`src/rtl/core_mem_arbiter_pkg.sv`:
```
// Shared memory-bus widths, arbiter selection states and port identifiers
// for the core memory arbiter.
package core_mem_arbiter_pkg;

  localparam int MEM_ADDR_W = 32;
  localparam int MEM_DATA_W = 64;
  localparam int MEM_STRB_W = MEM_DATA_W / 8;

  typedef enum logic [1:0] {
    IDLE   = 2'd0,
    LOCK_F = 2'd1,
    LOCK_D = 2'd2
  } sel_state_t;

  localparam logic PORT_F = 1'b0;
  localparam logic PORT_D = 1'b1;

endpackage

```
`src/rtl/core_mem_arbiter.sv`:
```
// Two-to-one arbiter sharing the core memory bus between the fetch port and the
// data port, with handshake locking, response routing and fetch anti-starvation.
module core_mem_arbiter
  import core_mem_arbiter_pkg::*;
#(
  parameter int unsigned STARVE_LIMIT = 4
) (
  input  logic                  g_clk,
  input  logic                  g_resetn,
  input  logic                  f_req,
  input  logic [MEM_ADDR_W-1:0] f_addr,
  output logic                  f_gnt,
  output logic                  f_err,
  output logic [MEM_DATA_W-1:0] f_rdata,
  input  logic                  d_req,
  input  logic [MEM_ADDR_W-1:0] d_addr,
  input  logic                  d_wen,
  input  logic [MEM_STRB_W-1:0] d_strb,
  input  logic [MEM_DATA_W-1:0] d_wdata,
  output logic                  d_gnt,
  output logic                  d_err,
  output logic [MEM_DATA_W-1:0] d_rdata,
  output logic                  mem_req,
  output logic [MEM_ADDR_W-1:0] mem_addr,
  output logic                  mem_wen,
  output logic [MEM_STRB_W-1:0] mem_strb,
  output logic [MEM_DATA_W-1:0] mem_wdata,
  input  logic                  mem_gnt,
  input  logic                  mem_err,
  input  logic [MEM_DATA_W-1:0] mem_rdata
);

  localparam logic [3:0] LIMIT = 4'(STARVE_LIMIT);

  sel_state_t sel_state, sel_state_next;
  logic [3:0] starve_cnt, starve_cnt_next;
  logic       rsp_v;
  logic       rsp_own;
  logic       sel;
  logic       any_req;
  logic       xfer;

  assign any_req = f_req || d_req;
  assign xfer    = g_resetn && any_req && mem_gnt;

  always_comb begin
    sel = PORT_F;
    case (sel_state)
      LOCK_F:  sel = PORT_F;
      LOCK_D:  sel = PORT_D;
      default: if (d_req && (!f_req || (starve_cnt < LIMIT))) sel = PORT_D;
    endcase
  end

  // A locked requester that drops req releases the lock rather than wedging the bus.
  always_comb begin
    sel_state_next = sel_state;
    case (sel_state)
      LOCK_F:  if (mem_gnt || !f_req) sel_state_next = IDLE;
      LOCK_D:  if (mem_gnt || !d_req) sel_state_next = IDLE;
      default: if (any_req && !mem_gnt) sel_state_next = (sel == PORT_D) ? LOCK_D : LOCK_F;
    endcase
  end

  always_comb begin
    starve_cnt_next = starve_cnt;
    if (xfer) begin
      if ((sel == PORT_F) || !f_req) starve_cnt_next = '0;
      else if (starve_cnt < LIMIT)   starve_cnt_next = starve_cnt + 4'd1;
    end
  end

  always_ff @(posedge g_clk or negedge g_resetn) begin
    if (!g_resetn) begin
      sel_state  <= IDLE;
      starve_cnt <= '0;
      rsp_v      <= 1'b0;
      rsp_own    <= PORT_F;
    end else begin
      sel_state  <= sel_state_next;
      starve_cnt <= starve_cnt_next;
      rsp_v      <= xfer;
      rsp_own    <= sel;
    end
  end

  assign mem_req   = g_resetn && any_req;
  assign mem_addr  = (sel == PORT_D) ? d_addr : f_addr;
  assign mem_wen   = (sel == PORT_D) && d_wen;
  assign mem_strb  = (sel == PORT_D) ? d_strb : '0;
  assign mem_wdata = (sel == PORT_D) ? d_wdata : '0;

  assign f_gnt = g_resetn && mem_gnt && (sel == PORT_F);
  assign d_gnt = g_resetn && mem_gnt && (sel == PORT_D);

  // Errors follow the registered owner; rdata is shared and qualified by each consumer.
  assign f_err   = g_resetn && rsp_v && (rsp_own == PORT_F) && mem_err;
  assign d_err   = g_resetn && rsp_v && (rsp_own == PORT_D) && mem_err;
  assign f_rdata = mem_rdata;
  assign d_rdata = mem_rdata;

  lock_f_holds_req: assert property (@(posedge g_clk) disable iff (!g_resetn)
    (sel_state == LOCK_F) |-> f_req);
  lock_d_holds_req: assert property (@(posedge g_clk) disable iff (!g_resetn)
    (sel_state == LOCK_D) |-> d_req);

endmodule

```
`config.mk`:
```
export PLATFORM = sky130hd
export DESIGN_NAME = core_mem_arbiter
export DESIGN_NICKNAME = d
export VERILOG_FILES = /design/src/rtl/core_mem_arbiter_pkg.sv /design/src/rtl/core_mem_arbiter.sv
export SDC_FILE = /design/constraint.sdc
export NUM_CORES = 1
export LEC_CHECK = 0
export CORE_AREA = 10 10 166 168
export DETAILED_ROUTE_END_ITERATION = 8
export DIE_AREA = 0 0 176 178
export PLACE_DENSITY = 0.51
export SLEW_MARGIN = 20
export SYNTH_ARGS = -nofsm -noshare
export SYNTH_HDL_FRONTEND = slang
export SYNTH_SLANG_ARGS = --single-unit
export TNS_END_PERCENT = 10
```
`constraint.sdc`:
```
create_clock -name g_clk -period 1.9 [get_ports g_clk]
set_input_delay 0.38 -clock g_clk [delete_from_list [all_inputs] [get_ports g_clk]]
set_output_delay 0.38 -clock g_clk [all_outputs]
set_load 0.02 [all_outputs]
```
==> results of run 1 <==
metrics by stage:
stage	power, mW	setup TNS (ns)	area (um^2)	hold WS, ns
5_1_grt	7.29	-61.99	4990	0.169
6_report	6.88	-54.10	4990	0.147
2_1_floorplan	3.46	-4.06	2520	0.0844
3_3_place_gp	5.31	-78.77	4530	0.497
3_5_place_dp	5.30	-79.47	4530	0.492
4_1_cts	6.13	-50.48	4610	0.500
power by group through the flow:
| stage | Clock [mW] | Combinational (mW) | Sequential, mW |
|---|---|---|---|
| 6_report | 0.355 | 6.28 | 0.246 |
| 5_1_grt | 0.368 | 6.67 | 0.253 |
| 4_1_cts | 0.361 | 5.52 | 0.246 |
| 3_5_place_dp | 0 | 5.05 | 0.247 |
| 3_3_place_gp | 0 | 5.07 | 0.246 |
| 2_1_floorplan | 0 | 3.22 | 0.241 |
metal layers:
metal | track usage | vias up | wire (um)
met2 | 0.120 | 205 | 6580
met3 | 0.0431 | 38 | 1690
met4 | 0.0261 | 4 | 381
met1 | 0.0905 | 1030 | 5630
met5 | 0.00160 | - | 26
li1 | - | 1099 | -
critical path, cell delays in order (launching register included):
cell       delay, ns
dfrtp_1         0.40
ha_4            0.30
mux2i_4         0.27
nor2b_4         0.07
buf_12          0.15
buf_8           0.13
clkbuf_16       0.16
mux2_4          0.30
buf_6           0.13
cell usage after synthesis:
library cell / instances
a211oi_1: 1
a21o_1: 1
a22oi_1: 1
a32o_1: 1
and2_1: 74
buf_12: 1
buf_2: 1
buf_4: 129
buf_6: 3
buf_8: 2
clkbuf_2: 5
dfrtp_1: 8
ha_1: 3
inv_1: 6
mux2_2: 3
mux2_4: 32
mux2i_1: 2
nand2_1: 3
nand3_1: 1
nor2_1: 4
nor2b_1: 3
nor4b_1: 1
nor4bb_1: 1
o211ai_1: 2
o21a_1: 2
o21ai_0: 1
o21ba_2: 1
o32ai_2: 1
state kept, by name, summed over array words and instances, names as in the netlist:
signal      cells
rsp_own         1
starve_cnt      4
sel_state       2
rsp_v           1
path summary, 6_finish.rpt:
| kind | from | endpoint | slack (ns) | cells after the start |
|---|---|---|---|---|
| setup / recovery | sel_state[1] | mem_addr[6] | -0.63 | 8 |
| hold / removal | g_resetn | starve_cnt[2] | 0.15 | 2 |
| setup reg to reg | sel_state[1] | starve_cnt[1] | 0 | 8 |
| hold reg to reg | starve_cnt[1] | starve_cnt[1] | 0.50 | 1 |
| max in group asynchronous | g_resetn | starve_cnt[1] | 1.64 | 2 |
| min in group g_clk | starve_cnt[1] | starve_cnt[1] | 0.50 | 1 |
area by class of cell:
type	count	area [um^2]	area share
timing repair buffer	288	2960	0.592
inverter	6	22.5	0.00451
tap	324	405	0.0812
clock buffer	3	75.1	0.0150
multi-input combinational	138	1330	0.267
sequential	8	200	0.0401
timing repair:
action	in CTS	in global routing
gates cloned	2	3
resized for setup	489	102
pin swaps	12	21
endpoints found under the setup margin	110	111
buffers inserted	5	4
kinds of logic (layout without fill, tap and decap cells):
kind of cell,after synthesis,after routing
AO/OA/AOI/OAI,11,11
adder cells (fa/ha/maj),3,3
buffers and inverters,147,297
flip-flops,8,8
multiplexers,37,37
AND/OR/NAND/NOR,87,87
==> qor.txt, run 1 <==
CP endpoint kind: output pin
Final hold violation count: 0
Fillers: 2,723
NetSw: 2.89 mW
Adder-cell area share of the yosys netlist: 0.0150
Largest net degree at the start of global routing: 38
Final period utilization: 1.33
CTS tree: done
IO buf count: 252
CTS sink cnt: 8
Cts bufs inserted: 3
Crit start category: flop
Gpl congestion: 0.761
CP required: 1.52 ns
Max-slew headroom: 0.830
Max-slew violation count: 0
Mapped Nets: 503
Die area: 31,300 um^2
Clk slew on worst S/H paths: 0.04 ns
Mux cell area share after synthesis: 0.214
Simple-gate share of the synthesized area: 0.213
Clk_lat worst skew: 0.23 ns
Actual slew at the worst max-slew pin: 0.252 ns
Largest family of logic cells by synthesized area: buffers and inverters
Antenna-violating nets left: 0
Max cap viols: 0
Final Non-Filler Cells: 767
Fin crit period: 2.53 ns
Initial antenna violation count: 2
Worst ir drop on vdd: 823 uV
Global-route wire length before repair: 18,600 um
Synth cell types: 28
Final Routed Wirelength: 14,300 um
Sequential area share after synthesis: 0.0800
Post-synthesis xor/xnor area fraction: 0
IO Count: 445
LEAKAGE: 2.25 nW
Sequential share of power: 0.036
Root Driver: clkbuf_16
Synth-to-Final Area Change: 99.6%
Synth area leaders: buf_4 39%, mux2_4 19%, and2_1 19%
Clock Skews: 0.000217 ns
Dpl ws: -0.892 ns
Outcome: finished, violations left
Post-DP HPWL: 11,600 um
# DRC: 0
Number of global-route vias before repair: 2,636
Final setup violation count: 108
Area share of the largest cell type after synthesis: 0.387
Max FO, Critical Path: 6
Initial DRC count: 56
Yosys top cell by area: buf_4
Die height: 178 um
Critical Path AT: 2.15 ns
Fmax: 0.395 GHz
Via count: 2,376
First-pass DRT Iterations: 4
Mapped Cells: 293
Path type of the worst setup path: flop to output pin
Worst hold-check path type: input port to async pin
Syn Area/Cell: 8.54 um^2
GRT Util Overall: 0.0782
Final Core Density: 0.207
Combinational power share: 0.913
Violated checks: negative setup slack
Dpl cells: 750
Avg WL per Cell: 18.6 um
H-tree depth: 1
Initial Util: 0.104
Ratio of cells with drive above 1 in the final layout: 0.517
Flops & latches, synth: 8
Clock Power Share: 0.052
N_diodes: 0
Die Width: 176 um
Internal power: 3.99 mW
Ys Warns: 0
Hold-fix buffers, CTS: 0
Setup WS post-layout: -0.630 ns
Most frequent cells in the layout: 141 x clkdlybuf4s50_1, 79 x buf_6, 38 x and2_4
CTS Buffer Depth: 2
Core area: 24,100 um^2
Grt total ovfl: 0
Synthesized area: 2500 um^2
Synth Area in Compound Gates: 0.0375
# nets final: 655
DR vias/cell: 3.10
RSZ-0062 raised after global routing: yes
Placement Rows: 57
Cell area power density: 1380 nW/um^2
Commonest non-fill, non-tap cell in the layout: clkdlybuf4s50_1
Sw Ratio: 0.420
(Power assumes the default switching activity.)
==> inputs of run 2 (changes only) <==
--- a/config.mk
+++ b/config.mk
@@ -8,2 +8,3 @@
 export CORE_AREA = 10 10 166 168
+export CTS_CLUSTER_SIZE = 24
 export DETAILED_ROUTE_END_ITERATION = 8
==> constraint.sdc (replaced) <==
create_clock -name g_clk -period 1.9 [get_ports g_clk]
set_input_delay 0.475 -clock g_clk [delete_from_list [all_inputs] [get_ports g_clk]]
set_output_delay 0.475 -clock g_clk [all_outputs]
set_load 0.02 [all_outputs]
==> run 2 against run 1 <==
Net effect:
- the run still ends with negative setup slack left
- core utilization down 0.25 points
- worst setup slack worse by 0.079 ns
- critical path type unchanged
- final cell count up 0.39%
- fmax shrank 3.0%
- via count rose by 0.38%
- worst hold slack better by 0.23 ns
- combinational power about the same
- clock power is essentially flat
- clock skew rose by 0.0028 ns
- critical endpoint is now mem_addr[27]
==> qor.txt, run 2 (synthesis gave the netlist of run 1 again) <==
Outcome: finished, violations left
Violated checks: negative setup slack
H-tree depth: 1
Cell area power density: 1390 nW/um^2
CTS sink cnt: 8
Path type of the worst setup path: flop to output pin
Max-slew violation count: 0
Max FO, Critical Path: 8
Max reg flops: 4
Ratio of cells with drive above 1 in the final layout: 0.489
N_diodes: 0
Avg WL per Cell: 18.1 um
Grt total ovfl: 0
Final period utilization: 1.37
Fmax: 0.383 GHz
Die Width: 176 um
Worst ir drop on vdd: 752 uV
Placed inst area: 4560 um^2
First-pass DRT Iterations: 4
Root Driver: clkbuf_16
Top flop regs: starve_cnt: 4 flops, sel_state: 2 flops
DR vias/cell: 3.10
Critical Path AT: 2.13 ns
Cell area after layout: 4930 um^2
R2R depth: 6
Initial DRC count: 45
Clk slew on worst S/H paths: 0.04 ns
Clock Skews: 0.00297 ns
CP endpoint kind: output pin
Core area: 24,100 um^2
Most frequent cells in the layout: 140 x clkdlybuf4s50_1, 58 x buf_6, 57 x buf_4
Actual slew at the worst max-slew pin: 0.249 ns
Setup WS post-layout: -0.710 ns
Max-slew headroom: 0.831
RSZ-0062 raised after global routing: yes
Max cap viols: 0
Crit start category: flop
CP required: 1.42 ns
Dpl ws: -1.07 ns
Placement Rows: 57
Largest net degree at the start of global routing: 31
Die area: 31,300 um^2
Clk_lat worst skew: 0.23 ns
Global-route wire length before repair: 19,100 um
Cts bufs inserted: 3
Gpl congestion: 0.755
Fin crit period: 2.61 ns
Critical Path Start: sel_state[1]
IO buf count: 252
Synth-to-Final Area Change: 97.1%
Worst hold-check path type: input port to async pin
Post-DP HPWL: 11,600 um
Initial Util: 0.104
CTS tree: done
Number of global-route vias before repair: 2,665
Reg with most FFs: starve_cnt
Final setup violation count: 107
Die height: 178 um
Final Routed Wirelength: 14,000 um
Final hold violation count: 0
Initial antenna violation count: 2
IO Count: 445
GRT Util Overall: 0.0803
CTS Buffer Depth: 2
LEAKAGE: 2.23 nW
Antenna-violating nets left: 0
# nets final: 658
Commonest non-fill, non-tap cell in the layout: clkdlybuf4s50_1
Final Core Density: 0.205
Via count: 2,385
Worst reg2reg path startpoint: sel_state[1]
# DRC: 0
-- run 2: cell types whose count changed in the layout (fill, tap and decap cells not counted), moves of 2 or more --
cell	delta
and2_1	+13
buf_12	+4
clkbuf_16	-3
buf_4	+29
clkdlybuf4s15_2	-2
buf_6	-21
buf_2	-4
and2_4	-13
dlygate4sd2_1	+2
-- run 2: report_power, final --
| group | total [mW] | internal [mW] | switching, mW |
|---|---|---|---|
| Clock | 0.353 | 0.271 | 0.0814 |
| Sequential | 0.245 | 0.215 | 0.0304 |
| Combinational | 6.25 | 3.54 | 2.71 |
| Total | 6.85 | 4.02 | 2.82 |
-- run 2: repair_timing --
action | 4_1_cts | 5_1_grt
endpoints found under the setup margin | 110 | 110
pin swaps | 14 | 9
buffers inserted | 5 | 8
resized for setup | 504 | 55
gates cloned | 6 | 0
hold buffers | 0 | 0
-- run 2: metal layers --
metal | vias up | part of all wire | wire length, um | global-route usage
li1 | 1108 | - | - | -
met1 | 1022 | 0.39 | 5380 | 0.0913
met2 | 212 | 0.45 | 6300 | 0.123
met3 | 39 | 0.13 | 1880 | 0.0490
met4 | 4 | 0.027 | 384 | 0.0251
met5 | - | 0.0020 | 28 | 0.00160
-- run 2: through the flow --
step | hold slack, ns | instances | power (mW) | setup TNS, ns
floorplan | 0.179 | 293 | 3.46 | -13.12
global placement | 0.499 | 751 | 5.36 | -100.28
detailed placement | 0.494 | 751 | 5.37 | -102.22
CTS | 0.377 | 765 | 6.69 | -67.10
global route | 0.400 | 770 | 7.26 | -70.62
finish | 0.374 | 770 | 6.85 | -63.44
-- run 2: worst paths after layout --
path / slack, ns / to
max in group asynchronous: 1.41 / sel_state[0]
hold reg to reg: 0.50 / starve_cnt[1]
setup reg to reg: 0.04 / starve_cnt[1]
hold / removal: 0.37 / rsp_own
min in group g_clk: 0.50 / starve_cnt[1]
setup / recovery: -0.71 / mem_addr[27]
-- run 2: layout make-up --
cell class	instances	area (um^2)
Fill cell	2691	19200
Timing Repair Buffer	291	2940
Multi-Input combinational cell	138	1290
Tap cell	324	405
Sequential cell	8	200
Clock buffer	3	75.1
Inverter	6	22.5
-- run 2: critical path, cell delays in order (launching register included) --
cell and delay, ns:
dfrtp_1 0.40, ha_4 0.31, mux2i_4 0.27, nor2b_4 0.07, buf_12 0.16, buf_12 0.14
buf_16 0.13, mux2_4 0.29, buf_6 0.13
==> inputs of run 3 (changes only) <==
GPL_TIMING_DRIVEN = 0   (was default)
==> run 3 against run 2 <==
Net effect:
- the run still ends with negative setup slack left
- clock power shrank 1%
- worst setup slack better by 0.055 ns
- critical path depth stayed put
- die area unchanged
- critical path type unchanged
- critical endpoint is now mem_addr[11]
- largest power group unchanged
==> qor.txt, run 3 (synthesis gave the netlist of run 1 again) <==
N_diodes: 0
Critical Path AT: 2.08 ns
Crit path top cell by count: buf_12
Grt total ovfl: 0
H-tree depth: 1
Hold WS: 0.106 ns
Crit start category: flop
Post-DP HPWL: 17,000 um
Commonest non-fill, non-tap cell in the layout: clkdlybuf4s50_1
# DRC: 0
Initial Util: 0.104
Initial antenna violation count: 3
Avg WL per Cell: 18.7 um
Fmax: 0.391 GHz
Max reg flops: 4
Final Core Density: 0.305
Final Routed Wirelength: 18,900 um
CTS tree: done
Initial DRC count: 56
CP endpoint kind: output pin
Largest net degree at the start of global routing: 13
CTS sink cnt: 8
Max FO, Critical Path: 10
NetSw: 3.24 mW
Die height: 178 um
Path type of the worst setup path: flop to output pin
Synth-to-Final Area Change: 193%
Critical Path, Cell by Cell: inv_2 -> ha_4 -> mux2i_4 -> nor2b_4 -> buf_12 -> buf_12 -> mux2_4 -> buf_6
Clock Skews: 0.00153 ns
Internal power: 4.67 mW
DR vias/cell: 3.18
Setup WS post-layout: -0.655 ns
Worst ir drop on vdd: 522 uV
CP required: 1.42 ns
Dpl ws: -1.48 ns
IO Count: 445
Crit path buf inv count: 4
GRT Util Overall: 0.104
Clock Power Share: 0.044
First-pass DRT Iterations: 4
Outcome: finished, violations left
Max-slew headroom: 0.797
Core area: 24,100 um^2
Final hold violation count: 0
Final Non-Filler Cells: 1,014
Cell area power density: 1080 nW/um^2
Clk_lat worst skew: 0.23 ns
Fin crit period: 2.55 ns
# nets final: 902
Number of global-route vias before repair: 3,393
Worst hold-check path type: input port to async pin
Reg with most FFs: starve_cnt
LEAKAGE: 3.38 nW
CTS Buffer Depth: 2
Gpl congestion: 0.779
Violated checks: negative setup slack
Final setup violation count: 108
Largest stage delay, worst path: 0.38 ns
Ratio of cells with drive above 1 in the final layout: 0.539
Sequential share of power: 0.031
Combinational power share: 0.925
Most frequent cells in the layout: 267 x clkdlybuf4s50_1, 137 x buf_4, 112 x buf_6
Global-route wire length before repair: 24,800 um
Actual slew at the worst max-slew pin: 0.303 ns
Dpl cells: 996
IO buf count: 379
Cts bufs inserted: 3
Max-slew violation count: 0
Clk slew on worst S/H paths: 0.04 ns
Root Driver: clkbuf_16
Via count: 3,228
Slowest library cell on the worst path: dfrtp_1
Sw Ratio: 0.410
Antenna-violating nets left: 0
Top flop regs: starve_cnt: 4 flops, sel_state: 2 flops
Placement Rows: 57
Die area: 31,300 um^2
Max cap viols: 0
RSZ-0062 raised after global routing: yes
Die Width: 176 um
CP delay by family, top: buffers and inverters
Final period utilization: 1.34
[run 3: cell types whose count changed in the layout (fill, tap and decap cells not counted), moves of 2 or more]
| cell | previous run | this run |
|---|---|---|
| buf_6 | 58 | 112 |
| buf_4 | 57 | 137 |
| dlygate4sd2_1 | 2 | 0 |
| clkbuf_16 | 3 | 5 |
| and2_1 | 49 | 15 |
| and2_4 | 25 | 59 |
| clkdlybuf4s50_1 | 140 | 267 |
| buf_16 | 4 | 0 |
| buf_8 | 0 | 7 |
| buf_2 | 19 | 2 |
| buf_12 | 10 | 5 |
[run 3: metrics by stage]
step,setup TNS (ns),instance area [um^2],total power [mW]
final,-60.60,7340,7.91
after global routing,-70.57,7340,8.35
after CTS,-65.02,6950,7.14
after detailed placement,-140.07,6720,6.18
after global placement,-138.77,6720,6.19
after floorplan,-13.12,2520,3.46
[run 3: what timing repair did]
| action | 4_1_cts | 5_1_grt |
|---|---|---|
| setup endpoints to repair | 113 | 109 |
| setup buffers | 5 | 7 |
| gates cloned | 1 | 2 |
| hold buffers | 0 | 0 |
| pin swaps | 11 | 32 |
| endpoints found under the hold margin | 0 | 0 |
| resized for setup | 626 | 144 |
[run 3: power by group through the flow]
stage               clock, mW  sequential [mW]  combinational [mW]
finish                  0.348            0.246                7.31
global route            0.363            0.252                7.74
CTS                     0.356            0.246                6.54
detailed placement          0            0.247                5.94
global placement            0            0.247                5.95
floorplan                   0            0.241                3.22
[run 3: final timing paths]
check | cells past startpoint | end | slack (ns) | start
max | 8 | mem_addr[11] | -0.65 | sel_state[0]
max reg2reg | 8 | starve_cnt[1] | -0.07 | sel_state[1]
min reg2reg | 1 | starve_cnt[1] | 0.50 | starve_cnt[1]
max in group asynchronous | 1 | rsp_own | 1.63 | g_resetn
min | 1 | sel_state[1] | 0.11 | g_resetn
min in group g_clk | 1 | starve_cnt[1] | 0.50 | starve_cnt[1]
[run 3: final cells by class]
class / instances / area, um^2
Inverter: 6 / 22.5
Tap cell: 324 / 405
Clock buffer: 3 / 75.1
Fill cell: 2580 / 16800
Sequential cell: 8 / 200
Timing Repair Buffer: 394 / 4080
Multi-Input combinational cell: 138 / 1390
Buffer: 141 / 1170
[run 3: per-layer routing]
| metal | vias up | track usage | share of wire |
|---|---|---|---|
| met1 | 1435 | 0.111 | 0.35 |
| met3 | 10 | 0.0359 | 0.088 |
| li1 | 1598 | - | - |
| met2 | 179 | 0.200 | 0.55 |
| met4 | 6 | 0.00954 | 0.0059 |
| met5 | - | 0 | 0.0025 |
